$ cat config.mk
export PLATFORM = sky130hd
export DESIGN_NAME = dcache_controller
export DESIGN_NICKNAME = d
export VERILOG_FILES = /design/src/rtl/dcache_pkg.sv /design/src/rtl/dcache_arrays.sv /design/src/rtl/dcache_controller.sv
export SDC_FILE = /design/constraint.sdc
export NUM_CORES = 1
export LEC_CHECK = 0
export ABC_CLOCK_PERIOD_IN_PS = 12800
export BUFFER_PORTS_ARGS = -buffer_cell sky130_fd_sc_hd__clkbuf_2
export CELL_PAD_IN_SITES_DETAIL_PLACEMENT = 0
export CELL_PAD_IN_SITES_GLOBAL_PLACEMENT = 1
export CORE_MARGIN = 2
export CORE_UTILIZATION = 25
export CTS_BUF_LIST = sky130_fd_sc_hd__clkbuf_4 sky130_fd_sc_hd__clkbuf_8
export DETAILED_ROUTE_END_ITERATION = 6
export PLACE_DENSITY_LB_ADDON = 0.1
export SYNTH_ARGS = -nofsm -noshare
export SYNTH_HDL_FRONTEND = slang
export SYNTH_SLANG_ARGS = --single-unit
$ cat constraint.sdc
create_clock -name CLK -period 12.8 [get_ports CLK]
set_input_delay 0.64 -clock CLK [delete_from_list [all_inputs] [get_ports CLK]]
set_output_delay 0.64 -clock CLK [all_outputs]
set_load 0.01 [all_outputs]
$ cat src/rtl/dcache_pkg.sv
// Shared types and field positions for the direct-mapped data cache.
package dcache_pkg;

    typedef enum logic [1:0] {
        S_IDLE   = 2'd0,
        S_REFILL = 2'd1,
        S_WRITE  = 2'd2
    } state_e;

    localparam int OFF_BITS   = 2;
    localparam int IDX_BITS   = 3;
    localparam int IDX_LSB    = OFF_BITS;
    localparam int TAG_LSB    = IDX_LSB + IDX_BITS;
    localparam int LINE_WORDS = 1 << OFF_BITS;

endpackage

$ cat src/rtl/dcache_arrays.sv
// Tag/valid/data storage: async valid clear, one comb read port,
// one word-write port plus a line-fill port that sets tag and valid.
module dcache_arrays #(
    parameter int TAG_W  = 5,
    parameter int IDX_W  = 3,
    parameter int OFF_W  = 2,
    parameter int DATA_W = 32
) (
    input  logic              i_clk,
    input  logic              i_rst_n,
    input  logic [IDX_W-1:0]  i_rd_idx,
    input  logic [OFF_W-1:0]  i_rd_off,
    output logic              o_rd_valid,
    output logic [TAG_W-1:0]  o_rd_tag,
    output logic [DATA_W-1:0] o_rd_data,
    input  logic              i_wr_en,
    input  logic [IDX_W-1:0]  i_wr_idx,
    input  logic [OFF_W-1:0]  i_wr_off,
    input  logic [DATA_W-1:0] i_wr_data,
    input  logic              i_fill_en,
    input  logic [TAG_W-1:0]  i_fill_tag
);

    localparam int LINES = 1 << IDX_W;
    localparam int WORDS = 1 << OFF_W;

    logic [LINES-1:0]  r_valid;
    logic [TAG_W-1:0]  r_tag  [LINES];
    logic [DATA_W-1:0] r_data [LINES][WORDS];

    always_ff @(posedge i_clk or negedge i_rst_n) begin
        if (!i_rst_n) begin
            r_valid <= '0;
        end else if (i_fill_en) begin
            r_valid[i_wr_idx] <= 1'b1;
        end
    end

    // Tag and data contents survive reset; only valid bits are cleared.
    always_ff @(posedge i_clk) begin
        if (i_fill_en) begin
            r_tag[i_wr_idx] <= i_fill_tag;
        end
        if (i_wr_en) begin
            r_data[i_wr_idx][i_wr_off] <= i_wr_data;
        end
    end

    assign o_rd_valid = r_valid[i_rd_idx];
    assign o_rd_tag   = r_tag[i_rd_idx];
    assign o_rd_data  = r_data[i_rd_idx][i_rd_off];

endmodule

$ cat src/rtl/dcache_controller.sv
// Direct-mapped write-through, no-write-allocate data-cache controller
// between the core load/store port and a word-addressed data memory.
module dcache_controller
    import dcache_pkg::*;
#(
    parameter int ADDR_W  = 10,
    parameter int DATA_W  = 32,
    parameter int IDX_W   = 3,
    parameter int OFF_W   = 2,
    parameter int MEM_LAT = 1
) (
    input  logic              CLK,
    input  logic              RST_N,
    input  logic [ADDR_W-1:0] CPU_A,
    input  logic [DATA_W-1:0] CPU_WD,
    input  logic              CPU_RE,
    input  logic              CPU_WE,
    output logic [DATA_W-1:0] CPU_RD,
    output logic              STALL,
    output logic [ADDR_W-1:0] MEM_A,
    output logic [DATA_W-1:0] MEM_WD,
    output logic              MEM_WE,
    input  logic [DATA_W-1:0] MEM_RD
);

    localparam int              TAG_W    = ADDR_W - TAG_LSB;
    localparam logic [3:0]      LAT_LAST = 4'(MEM_LAT - 1);
    localparam logic [OFF_W-1:0] OFF_LAST = OFF_W'(LINE_WORDS - 1);

    state_e r_state;
    state_e w_next;

    logic [ADDR_W-1:0] r_addr;
    logic [DATA_W-1:0] r_wd;
    logic [OFF_W-1:0]  r_word_cnt;
    logic [3:0]        r_lat_cnt;

    logic [ADDR_W-1:0] w_rd_addr;
    logic              w_rd_valid;
    logic [TAG_W-1:0]  w_rd_tag;
    logic [DATA_W-1:0] w_rd_data;
    logic              w_hit;
    logic              w_lat_done;

    logic              w_stall;
    logic [DATA_W-1:0] w_cpu_rd;
    logic [ADDR_W-1:0] w_mem_a;
    logic [DATA_W-1:0] w_mem_wd;
    logic              w_mem_we;
    logic              w_wr_en;
    logic [OFF_W-1:0]  w_wr_off;
    logic [DATA_W-1:0] w_wr_data;
    logic              w_fill_en;

    // Idle looks up the live core address; busy states use the latched one.
    assign w_rd_addr  = (r_state == S_IDLE) ? CPU_A : r_addr;
    assign w_hit      = w_rd_valid &
                        (w_rd_tag == w_rd_addr[ADDR_W-1:TAG_LSB]);
    assign w_lat_done = (r_lat_cnt == LAT_LAST);

    dcache_arrays #(
        .TAG_W  (TAG_W),
        .IDX_W  (IDX_W),
        .OFF_W  (OFF_W),
        .DATA_W (DATA_W)
    ) u_arrays (
        .i_clk      (CLK),
        .i_rst_n    (RST_N),
        .i_rd_idx   (w_rd_addr[IDX_LSB +: IDX_W]),
        .i_rd_off   (w_rd_addr[OFF_W-1:0]),
        .o_rd_valid (w_rd_valid),
        .o_rd_tag   (w_rd_tag),
        .o_rd_data  (w_rd_data),
        .i_wr_en    (w_wr_en),
        .i_wr_idx   (r_addr[IDX_LSB +: IDX_W]),
        .i_wr_off   (w_wr_off),
        .i_wr_data  (w_wr_data),
        .i_fill_en  (w_fill_en),
        .i_fill_tag (r_addr[ADDR_W-1:TAG_LSB])
    );

    always_ff @(posedge CLK or negedge RST_N) begin
        if (!RST_N) begin
            r_state <= S_IDLE;
        end else begin
            r_state <= w_next;
        end
    end

    always_comb begin
        w_next    = r_state;
        w_stall   = 1'b0;
        w_cpu_rd  = '0;
        w_mem_a   = '0;
        w_mem_wd  = '0;
        w_mem_we  = 1'b0;
        w_wr_en   = 1'b0;
        w_wr_off  = r_addr[OFF_W-1:0];
        w_wr_data = r_wd;
        w_fill_en = 1'b0;
        case (r_state)
            S_IDLE: begin
                if (CPU_WE) begin
                    w_stall = 1'b1;
                    w_next  = S_WRITE;
                end else if (CPU_RE) begin
                    if (w_hit) begin
                        w_cpu_rd = w_rd_data;
                    end else begin
                        w_stall = 1'b1;
                        w_next  = S_REFILL;
                    end
                end
            end
            S_REFILL: begin
                w_stall = 1'b1;
                w_mem_a = {r_addr[ADDR_W-1:OFF_W], r_word_cnt};
                if (w_lat_done) begin
                    w_wr_en   = 1'b1;
                    w_wr_off  = r_word_cnt;
                    w_wr_data = MEM_RD;
                    if (r_word_cnt == OFF_LAST) begin
                        w_fill_en = 1'b1;
                        w_next    = S_IDLE;
                    end
                end
            end
            S_WRITE: begin
                w_mem_a  = r_addr;
                w_mem_wd = r_wd;
                w_mem_we = (r_lat_cnt == 4'd0);
                w_stall  = !w_lat_done;
                if (w_lat_done) begin
                    w_wr_en = w_hit;
                    w_next  = S_IDLE;
                end
            end
            default: begin
                w_next = S_IDLE;
            end
        endcase
    end

    always_ff @(posedge CLK or negedge RST_N) begin
        if (!RST_N) begin
            r_addr     <= '0;
            r_wd       <= '0;
            r_word_cnt <= '0;
            r_lat_cnt  <= '0;
        end else begin
            case (r_state)
                S_IDLE: begin
                    r_word_cnt <= '0;
                    r_lat_cnt  <= '0;
                    if (CPU_WE) begin
                        r_addr <= CPU_A;
                        r_wd   <= CPU_WD;
                    end else if (CPU_RE && !w_hit) begin
                        r_addr <= {CPU_A[ADDR_W-1:OFF_W], {OFF_W{1'b0}}};
                    end
                end
                S_REFILL: begin
                    if (w_lat_done) begin
                        r_lat_cnt  <= '0;
                        r_word_cnt <= r_word_cnt + 1'b1;
                    end else begin
                        r_lat_cnt <= r_lat_cnt + 4'd1;
                    end
                end
                S_WRITE: begin
                    if (w_lat_done) begin
                        r_lat_cnt <= '0;
                    end else begin
                        r_lat_cnt <= r_lat_cnt + 4'd1;
                    end
                end
                default: begin
                    r_lat_cnt <= '0;
                end
            endcase
        end
    end

    // Reset forces the core/memory-facing outputs quiet even with a request held.
    assign STALL  = RST_N & w_stall;
    assign MEM_WE = RST_N & w_mem_we;
    assign CPU_RD = RST_N ? w_cpu_rd : '0;
    assign MEM_A  = RST_N ? w_mem_a  : '0;
    assign MEM_WD = RST_N ? w_mem_wd : '0;

endmodule

# Word level (Yosys, flattened, before mapping)
# Memories as Yosys holds them, arrays and structs flattened.
# Index checks and enable logic that the tools add are counted.
[totals] reg_bits=58 ram_bits=1064 inputBits=78 out_inout_bits=76 word_cells=96 n_memories=2
[memory_table] memory="u_arrays.r_data" words=8 width=128 rd=1 rd_clocked_by_memory_dff=0 wr=1 line_no="dcache_arrays.sv:29" source="logic [DATA_W-1:0] r_data [LINES][WORDS];"
[memory_table] memory="u_arrays.r_tag" words=8 width=5 rd=1 rd_clocked_by_memory_dff=0 wr=1 line_no="dcache_arrays.sv:28" source="logic [TAG_W-1:0] r_tag [LINES];"
[op_classes] add_sub_neg=2 n_lt_le_gt_ge=6 n_eq_ne=9 muxes=51 n_bitwise=6 n_reduce_logical=14
[ops] cell="two-way mux 32 bit" n=12
[ops] cell="two-way mux 128 bit" n=1
[ops] cell="binary-select mux 32 bit (select 2 bit)" n=1
[ops] cell="demux 32 bit (select 2 bit)" n=1
[ops] cell="two-way mux 10 bit" n=4
[ops] cell="case mux 10 bit (2 select lines)" n=1
[ops] cell="two-way mux 2 bit" n=9
[ops] cell="two-way mux 1 bit" n=14
[ops] cell="< comparator 3 x 4 -> 1 bit (second input constant)" n=2
[ops] cell="two-way mux 4 bit" n=2
[ops] cell="OR 8 bit" n=1
[ops] cell=">= comparator 3 bit (second input constant)" n=2
[ops] cell="inequality test 2 bit (second input constant)" n=3
[ops] cell="inequality test 3 bit (second input constant)" n=2
[ops] cell="inverter 2 -> 3 bit" n=2
[ops] cell="case mux 2 bit (3 select lines)" n=1
[ops] cell="AND reduction 2 bit" n=3
[ops] cell="equality test 5 bit" n=1
[ops] cell="AND reduction 5 bit" n=1
[ops] cell="adder 4 x 1 -> 4 bit (second input constant)" n=1
[ops] cell="equality test 2 bit (second input constant)" n=2
[ops] cell="zero test 4 bit" n=1
[ops] cell="case mux 2 bit (2 select lines)" n=1
[ops] cell="nonzero test 2 bit" n=2
[ops] cell="13 further kinds" n=18

# Logic depth before layout (Yosys ltp)
# Gate-level depths: netlist (run 1).
[logic_depth] ltp_word=11 ltp_mapped=15 depth_no_buf=10

# Cells and area by module
# From an unflattened synthesis (run 1), not the netlist that was laid out.
[unflattened] hier_cells=2619 area_unflattened_um2=44894.3
[by_module_without_submodules] mod="dcache_arrays" n_inst=1 cells_per_inst=2314 area_per_inst_um2=41622.4 seq_area_each_um2=32150.8
[by_module_without_submodules] mod="dcache_controller" n_inst=1 cells_per_inst=305 area_per_inst_um2=3271.9 seq_area_each_um2=1251.2

# Worst setup path after synthesis (run 1)
# No wires, ideal clock.
[synth_timing] path_kind="register to register" from="register r_state[0]" to="memory u_arrays.r_data[0][100] (netlist name) (enable)" setup_time_ps=470 t_arrival_ps=5094 required_time_ps=12330 slack_ps=7236 stages_incl_launch_ff=11 path_buffers=3 period_less_slack_ps=5564 path_cell_list="dfrtp_1 -> inv_1 -> ha_1 -> buf_6 -> buf_4 -> mux2i_2 -> mux4_2 -> nor3b_4 -> nand4b_4 -> buf_2 -> a211oi_1"
[synth_between] elab_chain_len=9 elab_cells_between_ends=20 classes_between="order compare (2); eq/ne (3); mux (10); bitwise (2); reduce/logical (2); memory (1)"
[synth_lines] element="start, declared" line_no="dcache_controller.sv:30" source="state_e r_state;"
[synth_lines] element="start signal, assigned" line_no="dcache_controller.sv:86" source="r_state <= w_next;"
[synth_lines] element="zero test 2 bit" line_no="dcache_controller.sv:56" source="assign w_rd_addr = (r_state == S_IDLE) ? CPU_A : r_addr;"
[synth_lines] element="two-way mux 10 bit" line_no="dcache_controller.sv:56"
[synth_lines] element="memory (8 x 5 bit) / binary-select mux 1 bit (select 3 bit) (equally long branches)"
[synth_lines] element="equality test 5 bit / two-way mux 1 bit (equally long branches)" line_no="dcache_controller.sv:58, dcache_arrays.sv:49"
[synth_lines] element="AND 1 bit" line_no="dcache_controller.sv:57" source="assign w_hit = w_rd_valid &"
[synth_lines] element="two-way mux 1 bit" line_no="dcache_controller.sv:133" source="if (w_lat_done) begin"
[synth_lines] element="case mux 1 bit (2 select lines)" line_no="dcache_controller.sv:101" source="case (r_state)"
[synth_lines] element="two-way mux 1 bit" line_no="dcache_arrays.sv:44" source="if (i_wr_en) begin"
[synth_lines] element="two-way mux 128 bit (not written as such) *" line_no="dcache_arrays.sv:45" source="r_data[i_wr_idx][i_wr_off] <= i_wr_data;"
[synth_lines] element="end, declared" line_no="dcache_arrays.sv:29"
# Mark *: on every way between the ends. The rest lies on a longest branch, timed or not. The select of a mux whose other input is x is not followed.

# Worst setup path after layout (run 1)
[layout_timing] from="register r_state[1]" to="output port CPU_RD[16]"
[layout_between] elab_chain_len=11 elab_cells_between_ends=17 classes_between="eq/ne (1); mux (11); bitwise (2); reduce/logical (1); memory (2)"
[layout_lines] element="zero test 2 bit *" line_no="dcache_controller.sv:56, dcache_controller.sv:101"
[layout_lines] element="two-way mux 10 bit" line_no="dcache_controller.sv:56"
[layout_lines] element="memory (8 x 128 bit) / inverter 2 -> 3 bit (equally long branches)"
[layout_lines] element="binary-select mux 32 bit (select 2 bit)" line_no="dcache_arrays.sv:51" source="assign o_rd_data = r_data[i_rd_idx][i_rd_off];"
[layout_lines] element="two-way mux 32 bit (not written as such) (2 in series)" line_no="dcache_arrays.sv:51"
[layout_lines] element="two-way mux 32 bit" line_no="dcache_controller.sv:107" source="if (w_hit) begin"
[layout_lines] element="two-way mux 32 bit" line_no="dcache_controller.sv:106" source="end else if (CPU_RE) begin"
[layout_lines] element="two-way mux 32 bit" line_no="dcache_controller.sv:103" source="if (CPU_WE) begin"
[layout_lines] element="two-way mux 32 bit *" line_no="dcache_controller.sv:101"
[layout_lines] element="two-way mux 32 bit *" line_no="dcache_controller.sv:187" source="assign CPU_RD = RST_N ? w_cpu_rd : '0;"
[layout_lines] element="end, declared" line_no="dcache_controller.sv:18" source="output logic [DATA_W-1:0] CPU_RD,"
# Marked as above.

==> impl_results.md, run 1 <==
* Switch share at 42.3%
* Row count at 157
* Mean Syn Cell Area at 12.9 um2
* Detail Route Antenna Nets at 0
* Mapped Cells at between 3,000 and 4,000
* Buf+Inv Stages, Crit Path at 5
* Final period util at a little over half
* Peak supply drop at 171 uV
* Final instance area at 0.0546 mm2
* WL/cell at 27.8 um
* Share of cells above drive strength 1 at between 10% and 20%
* Grt ovf at 0
* I/O pin count at around 150
* Final wirelength at 179,000 um
* Fin nets at 3,898
* Rel. slew slack at 14.8%
* Fmax at 142 MHz
* Total GRT Usage at 18.9%
* Initial antenna violation count at 17
* Hold-critical path depth at 3
* Worst Skew at 0.0607 ns
* Status: complete, no violations
* Data arrival, critical path at between 6 and 7 ns
* Area Growth Syn to Fin at 18.5%
* Overall power at 0.0138 W
* Die Area at roughly 0.19 mm2
* Worst-path fanout max at 50
* Syn_nets at around 3,700
* Routed vias at 30,518
* Die X at between 400 and 500 um
* Reg2reg path depth at 14
* First-pass GRT wire length at 249,000 um
* Critical path's largest stage delay at 0.71 ns
* Residual DRC count at 0
* P_sw at 0.00583 W
* Initial Utilization at 25.2%
* CTS Sinks at roughly 1,100
* Min-delay worst type: input pin to flip-flop
* Hold_sp: CPU_A[1]
* Sequential area share after synthesis at 72.5%
* RSZ-0062 raised after global routing: no
* Flop pwr share at around 36%
* Hold Crit Endpoint: r_addr[1]$_DFFE_PN0P_
* Internal at 0.00794 W
* CTS tree: done
* Setup Buffers After CTS at 0
* Area leader, netlist: edfxtp_1
* R2R Setup Slk at 6.64 ns
* Fraction of registers with async set/reset at 5.17%
* Number of global-route vias before repair at 31,001
* Distinct cells, synth at 63
* Worst-margin pin slew at 1.26 ns
* CP Cell Sequence: inv_1, ha_2, buf_4, nand2b_1, and2_4, buf_4, buf_4, nand2_1, nand3_1, nand3_1, nand3_1, o311ai_0, a21oi_1, clkbuf_2
* Crit-path leading delay family: buffers and inverters
* LEAKAGE at 19.0 nW
* Maxcap violations at 0
* Largest net degree at the start of global routing at 151
* Synth top area share at around 69%
* Setup TNS at 0 ns
* Clock power share at between 20 and 25%
* GP Congestion at 0.770
* Initial DRC count at 2,659
* Final Max Slew Viols at 0
* Cell with the most instances after synthesis: edfxtp_1
* Power Dens Cells at about 250 mW/mm2
* Synth Register Bits at approximately 1,100
* Critical R2R Launch: r_state[1]$_DFFE_PN0P_
* Top_reg_cell synth: edfxtp_1
* Max stage delay cell, worst path: a21oi_1
* Synth top area cells: edfxtp_1 (69%), nand2_1 (8.6%), nand3_1 (4.9%)
* EDFF count, synth at 1,064
* Final min period at 7.03 ns
* Reg clk slew, reported paths at 0.06 ns
* FF-to-FF End: u_arrays.r_data[5][1]$_DFFE_PP_
* Clock root cell: clkbuf_8
* Yosys warning total at 0
* Dpl cell area at approximately 0.05 mm2
* Num CTS Buffers at around 200
* DP Wirelength at between 90,000 and 100,000 um
* CP Class: flip-flop to output port
* Count of input and output buffers at 153
* Clk buf depth at 3
* Worst skew pair latency at 0.95 ns
* Critical Path RT at 12.16 ns
* Via density at between 4 and 5
* Final Hold Viols at 0
* Final setup viols at 0
* Placeable Area at 0.183 mm2
* Logic pwr share at 39.9%
* First-pass DRT Iterations at 6
* CTS H-tree lvls at 4
* Synthesized area at ~0.046 mm2
* Post-synth top cells: edfxtp_1 (1,064), nand2_1 (1,056), nand3_1 (451), clkbuf_1 (213), and3_1 (162)
* Critical Path Start Type: flip-flop
* Die Y-Extent at 433 um
* Core Util, Final at 29.8%
* Endpoint class of the critical path: output port
repair_timing:
item                                   in CTS  in global routing
resized for setup                           0                  0
endpoints found under the hold margin      51                  0
hold buffers                               39                  0
state kept, by name, indices dropped and copies added (netlist names):
register and count:
r_lat_cnt 4, u_arrays.r_tag 40, u_arrays.r_data 1024, r_state 2, u_arrays.r_valid 8, r_wd 32, r_word_cnt 2, r_addr 10
through the flow:
stage / std cells / hold slack [ns] / setup WS [ns]
2_1_floorplan: 3583 / 0.344 / 7.24
5_1_grt: 6435 / 0.0463 / 5.37
6_report: 6436 / 0.0991 / 5.77
4_1_cts: 6428 / 0.00630 / 5.48
3_5_place_dp: 6034 / 0.456 / 6.14
3_3_place_gp: 6017 / 0.454 / 5.63
metal layers:
metal / GRT usage [%] / wire, um
met1: 25.7 / 82000
met2: 31.8 / 87100
met3: 2.64 / 6450
met4: 4.58 / 3620
met5: 0 / 0
worst max path at each step:
| stage | startpoint | end | slack (ns) | depth (start not counted) |
|---|---|---|---|---|
| final | r_state[1]$_DFFE_PN0P_ | CPU_RD[16] | 5.77 | 14 |
| after global routing | r_state[1]$_DFFE_PN0P_ | CPU_RD[10] | 5.37 | 14 |
| after CTS | r_state[1]$_DFFE_PN0P_ | CPU_RD[10] | 5.48 | 14 |
| after floorplan | r_state[0]$_DFFE_PN0P_ | u_arrays.r_data[0][100]$_DFFE_PP_ | 7.24 | 10 |
| after global placement | r_state[0]$_DFFE_PN0P_ | CPU_RD[17] | 5.63 | 12 |
| after detailed placement | CPU_A[2] | u_arrays.r_data[5][9]$_DFFE_PP_ | 6.14 | 11 |
cell families after synthesis:
logic type	Yosys count	synth area share, %
AOI/OAI and AO/OA	325	5.57
DFF	1122	72.5
adders and majority gates	7	0.190
xor gates and xnor gates	8	0.152
and+or+nand+nor	1757	16.9
muxes	94	2.30
buffers and inverters	270	2.31
layout make-up:
type / count / area (um2)
Antenna cell: 8 / 20.0
Clock buffer: 305 / 3580
Clock inverter: 50 / 275
Fill cell: 18835 / 129000
Inverter: 9 / 33.8
Multi-Input combinational cell: 2191 / 12200
Sequential cell: 1122 / 33400
Tap cell: 2464 / 3080
Timing Repair Buffer: 287 / 1960
cell usage in the layout, fill, tap and decap left out, types with 5 or more instances in the layout:
master	netlist	layout
buf_12	0	7
a22oi_1	5	5
nand2b_1	8	6
ha_1	7	6
nand3_1	451	450
clkinv_1	0	31
clkbuf_2	0	152
nor2_1	23	23
or2_2	8	8
inv_1	9	9
o311ai_2	0	15
o22ai_1	10	10
diode_2	0	8
and2_1	12	12
mux2i_1	14	11
a211oi_4	0	32
and3_1	162	161
o311ai_1	0	8
nand2_1	1056	1055
a21oi_1	47	47
buf_2	10	6
a311oi_1	128	128
nor2b_1	18	18
edfxtp_1	1064	1064
clkinvlp_4	0	7
clkbuf_4	0	98
dlygate4sd3_1	0	39
buf_4	2	79
o21ai_0	7	7
o311ai_0	64	41
dfrtp_1	58	58
clkinv_2	0	7
xnor2_1	5	5
mux2_2	77	75
clkbuf_8	0	207
power groups by stage:
| stage | clock network, W | registers, W | logic, W |
|---|---|---|---|
| finish | 0.00333 | 0.00495 | 0.00550 |
| global route | 0.00358 | 0.00496 | 0.00599 |
| CTS | 0.00344 | 0.00495 | 0.00567 |
| detailed placement | 0 | 0.00502 | 0.00565 |
| global placement | 0 | 0.00502 | 0.00556 |
| floorplan | 0 | 0.00494 | 0.00302 |
worst min-delay path, delay by kind of cell:
family	cells	cell delay (ns)
buf+inv	1	0.14
mux	1	0.13
compound gates	1	0.05
Note: power is estimated with default switching activity, not from simulation.
==> inputs of run 2 (changes only) <==
--- a/config.mk
+++ b/config.mk
@@ -5,7 +5,7 @@
 export SDC_FILE = /design/constraint.sdc
 export NUM_CORES = 1
 export LEC_CHECK = 0
-export ABC_CLOCK_PERIOD_IN_PS = 12800
+export ABC_CLOCK_PERIOD_IN_PS = 6600
 export BUFFER_PORTS_ARGS = -buffer_cell sky130_fd_sc_hd__clkbuf_2
 export CELL_PAD_IN_SITES_DETAIL_PLACEMENT = 0
 export CELL_PAD_IN_SITES_GLOBAL_PLACEMENT = 1
==> constraint.sdc (replaced) <==
create_clock -name CLK -period 6.6 [get_ports CLK]
set_input_delay 0.33 -clock CLK [delete_from_list [all_inputs] [get_ports CLK]]
set_output_delay 0.33 -clock CLK [all_outputs]
set_load 0.01 [all_outputs]
==> impl_results.md, run 2 (synthesis gave the netlist of run 1 again) <==
* Routed vias at 30,488 (-0.098%)
* Initial antenna violation count at 22 (+5)
* Final min period at 6.01 ns
* Logic pwr share at 38.9% (-1.0 points)
* Count of input and output buffers at 153 (unchanged)
* Die X at 433 um (unchanged)
* Status: complete, no violations
* Grt ovf at 0 (unchanged)
* Via density at 4.71 (-0.61%)
* Residual DRC count at 0 (unchanged)
* Reg clk slew, reported paths at 0.06 ns (about the same)
* Initial Utilization at 25.2% (unchanged)
* Largest net degree at the start of global routing at 161 (+6.6%)
* DP Worst Slack at 1.06 ns (-5.08 ns)
* CTS tree: done
* Fin nets at 3,930 (+0.82%)
* Grt met3 use at 3.41% (+0.77 points)
* Num CTS Buffers at 202 (unchanged)
* WL/cell at 27.0 um (-3.2%)
* Maxcap violations at 0 (unchanged)
* Worst-margin pin slew at 1.43 ns (+0.171 ns)
* Placeable Area at 0.183 mm2 (unchanged)
* Total GRT Usage at 18.3% (-0.59 points)
* Commonest non-fill, non-tap cell in the layout: edfxtp_1
* CTS Sinks at 1,122 (unchanged)
* Post-CTS Hold Fix Bufs at 46 (+18%)
* Area Growth Syn to Fin at 18.9%
* Number of global-route vias before repair at 30,534 (-1.5%)
* Row count at 157 (unchanged)
* Post-CTS resize count at 0 (unchanged)
* Flop pwr share at 36.5% (+0.6 points)
* Fmax at 166 MHz
* M1 GR Usage at 24.8% (-0.93 points)
* Clk buf depth at 3 (unchanged)
* P_sw at 0.0111 W (+90%)
* Rel. slew slack at 3.20% (-12 points)
* Detail Route Antenna Nets at 0 (unchanged)
* Worst skew pair latency at 0.95 ns (about the same)
* CTS H-tree lvls at 4 (unchanged)
* Min-delay worst type: input pin to flip-flop
* Critical Path RT at 6.27 ns (-5.89 ns)
* LEAKAGE at 19.2 nW (+0.88%)
* Final wirelength at 174,000 um (-2.7%)
* Die Y-Extent at 433 um (unchanged)
* Die Area at 0.188 mm2 (unchanged)
* GP Congestion at 0.744 (-3.4%)
* Final Max Slew Viols at 0 (unchanged)
* Final setup viols at 0 (unchanged)
* Final Hold Viols at 0 (unchanged)
* First-pass GRT wire length at 243,000 um (-2.7%)
* I/O pin count at 154 (unchanged)
* Final period util at 91.0%
* CP Class: flip-flop to output port
* Largest registers: u_arrays.r_data x1024, u_arrays.r_tag x40, r_wd x32
* Initial DRC count at 2,350 (-12%)
* Largest Register: u_arrays.r_data
* Power Dens Cells at 481 mW/mm2 (+91%)
* Worst-path fanout max at 117 (+130%)
* Switch share at 42.0% (-0.32 points)
* Endpoint class of the critical path: output port
* Data arrival, critical path at 5.68 ns (-0.71 ns)
* Peak supply drop at 363 uV (+110%)
* Setup Buffers After CTS at 0 (unchanged)
* Most frequent cells in the layout: edfxtp_1 (1,064), nand2_1 (1,055), nand3_1 (450), clkbuf_8 (209), and3_1 (161)
* Setup TNS at 0 ns (unchanged)
* First-pass DRT Iterations at 7 (+1)
* RSZ-0062 raised after global routing: no
* Internal at 0.0153 W (+92%)
* Max FFs per register at 1,024 (unchanged)
* Met2 Track Usage GR at 29.7% (-2.1 points)
* Worst setup margin at 0.593 ns (-5.17 ns)
* Critical Path Start Type: flip-flop
* Worst Skew at 0.0371 ns (-0.0235 ns)
* Share of cells above drive strength 1 at 18.1% (-0.29 points)
* Clock power share at 24.7% (+0.5 points)
* DP Wirelength at 98,300 um (+5.5%)
* Grt peak-use layer: met2
* Clock root cell: clkbuf_8
-- run 2: final cells by class --
type,instances,area [um2]
clock inverters,66,390
well taps,2464,3080
clock buffers,292,3500
fillers,18816,128000
repair buffers,319,2230
inverters,9,33.8
diodes,6,15.0
flip-flops and latches,1122,33400
multi-input cells,2191,12100
-- run 2: through the flow --
step                hold slack, ns  utilization [%]  power [W]  area [um2]  instances
floorplan                   0.0344                -     0.0154       46100       3583
global placement             0.232             27.5     0.0203       50400       6058
detailed placement           0.236             27.5     0.0202       50400       6059
CTS                         0.0531             29.9     0.0269       54700       6463
global route                 0.105             29.9     0.0279       54700       6468
finish                       0.157             29.9     0.0264       54700       6469
-- run 2: metal layers --
metal  vias up  part of all wire (%)
met5         -                     0
met4         0                   2.8
met1     15719                    45
met3       254                   4.9
li1      13780                     -
met2       735                    48
-- run 2: final timing paths --
check	cells after the start	from	to	slack (ns)
min	3	CPU_WD[8]	r_wd[8]$_DFFE_PN0P_	0.16
min reg2reg	1	u_arrays.r_valid[1]$_DFFE_PN0P_	u_arrays.r_valid[1]$_DFFE_PN0P_	0.47
max	10	r_state[0]$_DFFE_PN0P_	CPU_RD[29]	0.59
min in group asynchronous	3	RST_N	r_addr[5]$_DFFE_PN0P_	0.21
max reg2reg	11	r_state[0]$_DFFE_PN0P_	u_arrays.r_data[1][37]$_DFFE_PP_	1.09
max in group asynchronous	3	RST_N	u_arrays.r_valid[6]$_DFFE_PN0P_	5.37
-- run 2: power by group through the flow --
stage          Clock (W)  Combinational (W)  Sequential [W]
2_1_floorplan          0            0.00585         0.00958
3_3_place_gp           0             0.0105         0.00975
3_5_place_dp           0             0.0105         0.00975
4_1_cts          0.00673             0.0105         0.00961
5_1_grt          0.00701             0.0112         0.00964
6_report         0.00650             0.0102         0.00961
-- run 2: critical path: stages, from the launching register on --
cell and delay (ns):
dfrtp_1 0.41, inv_1 0.12, ha_2 0.65, mux2i_4 0.45, buf_4 0.41, buf_12 0.52, and3_1 0.32, a311oi_1 0.07
o311ai_0 1.23, a21oi_1 0.18, clkbuf_2 0.22
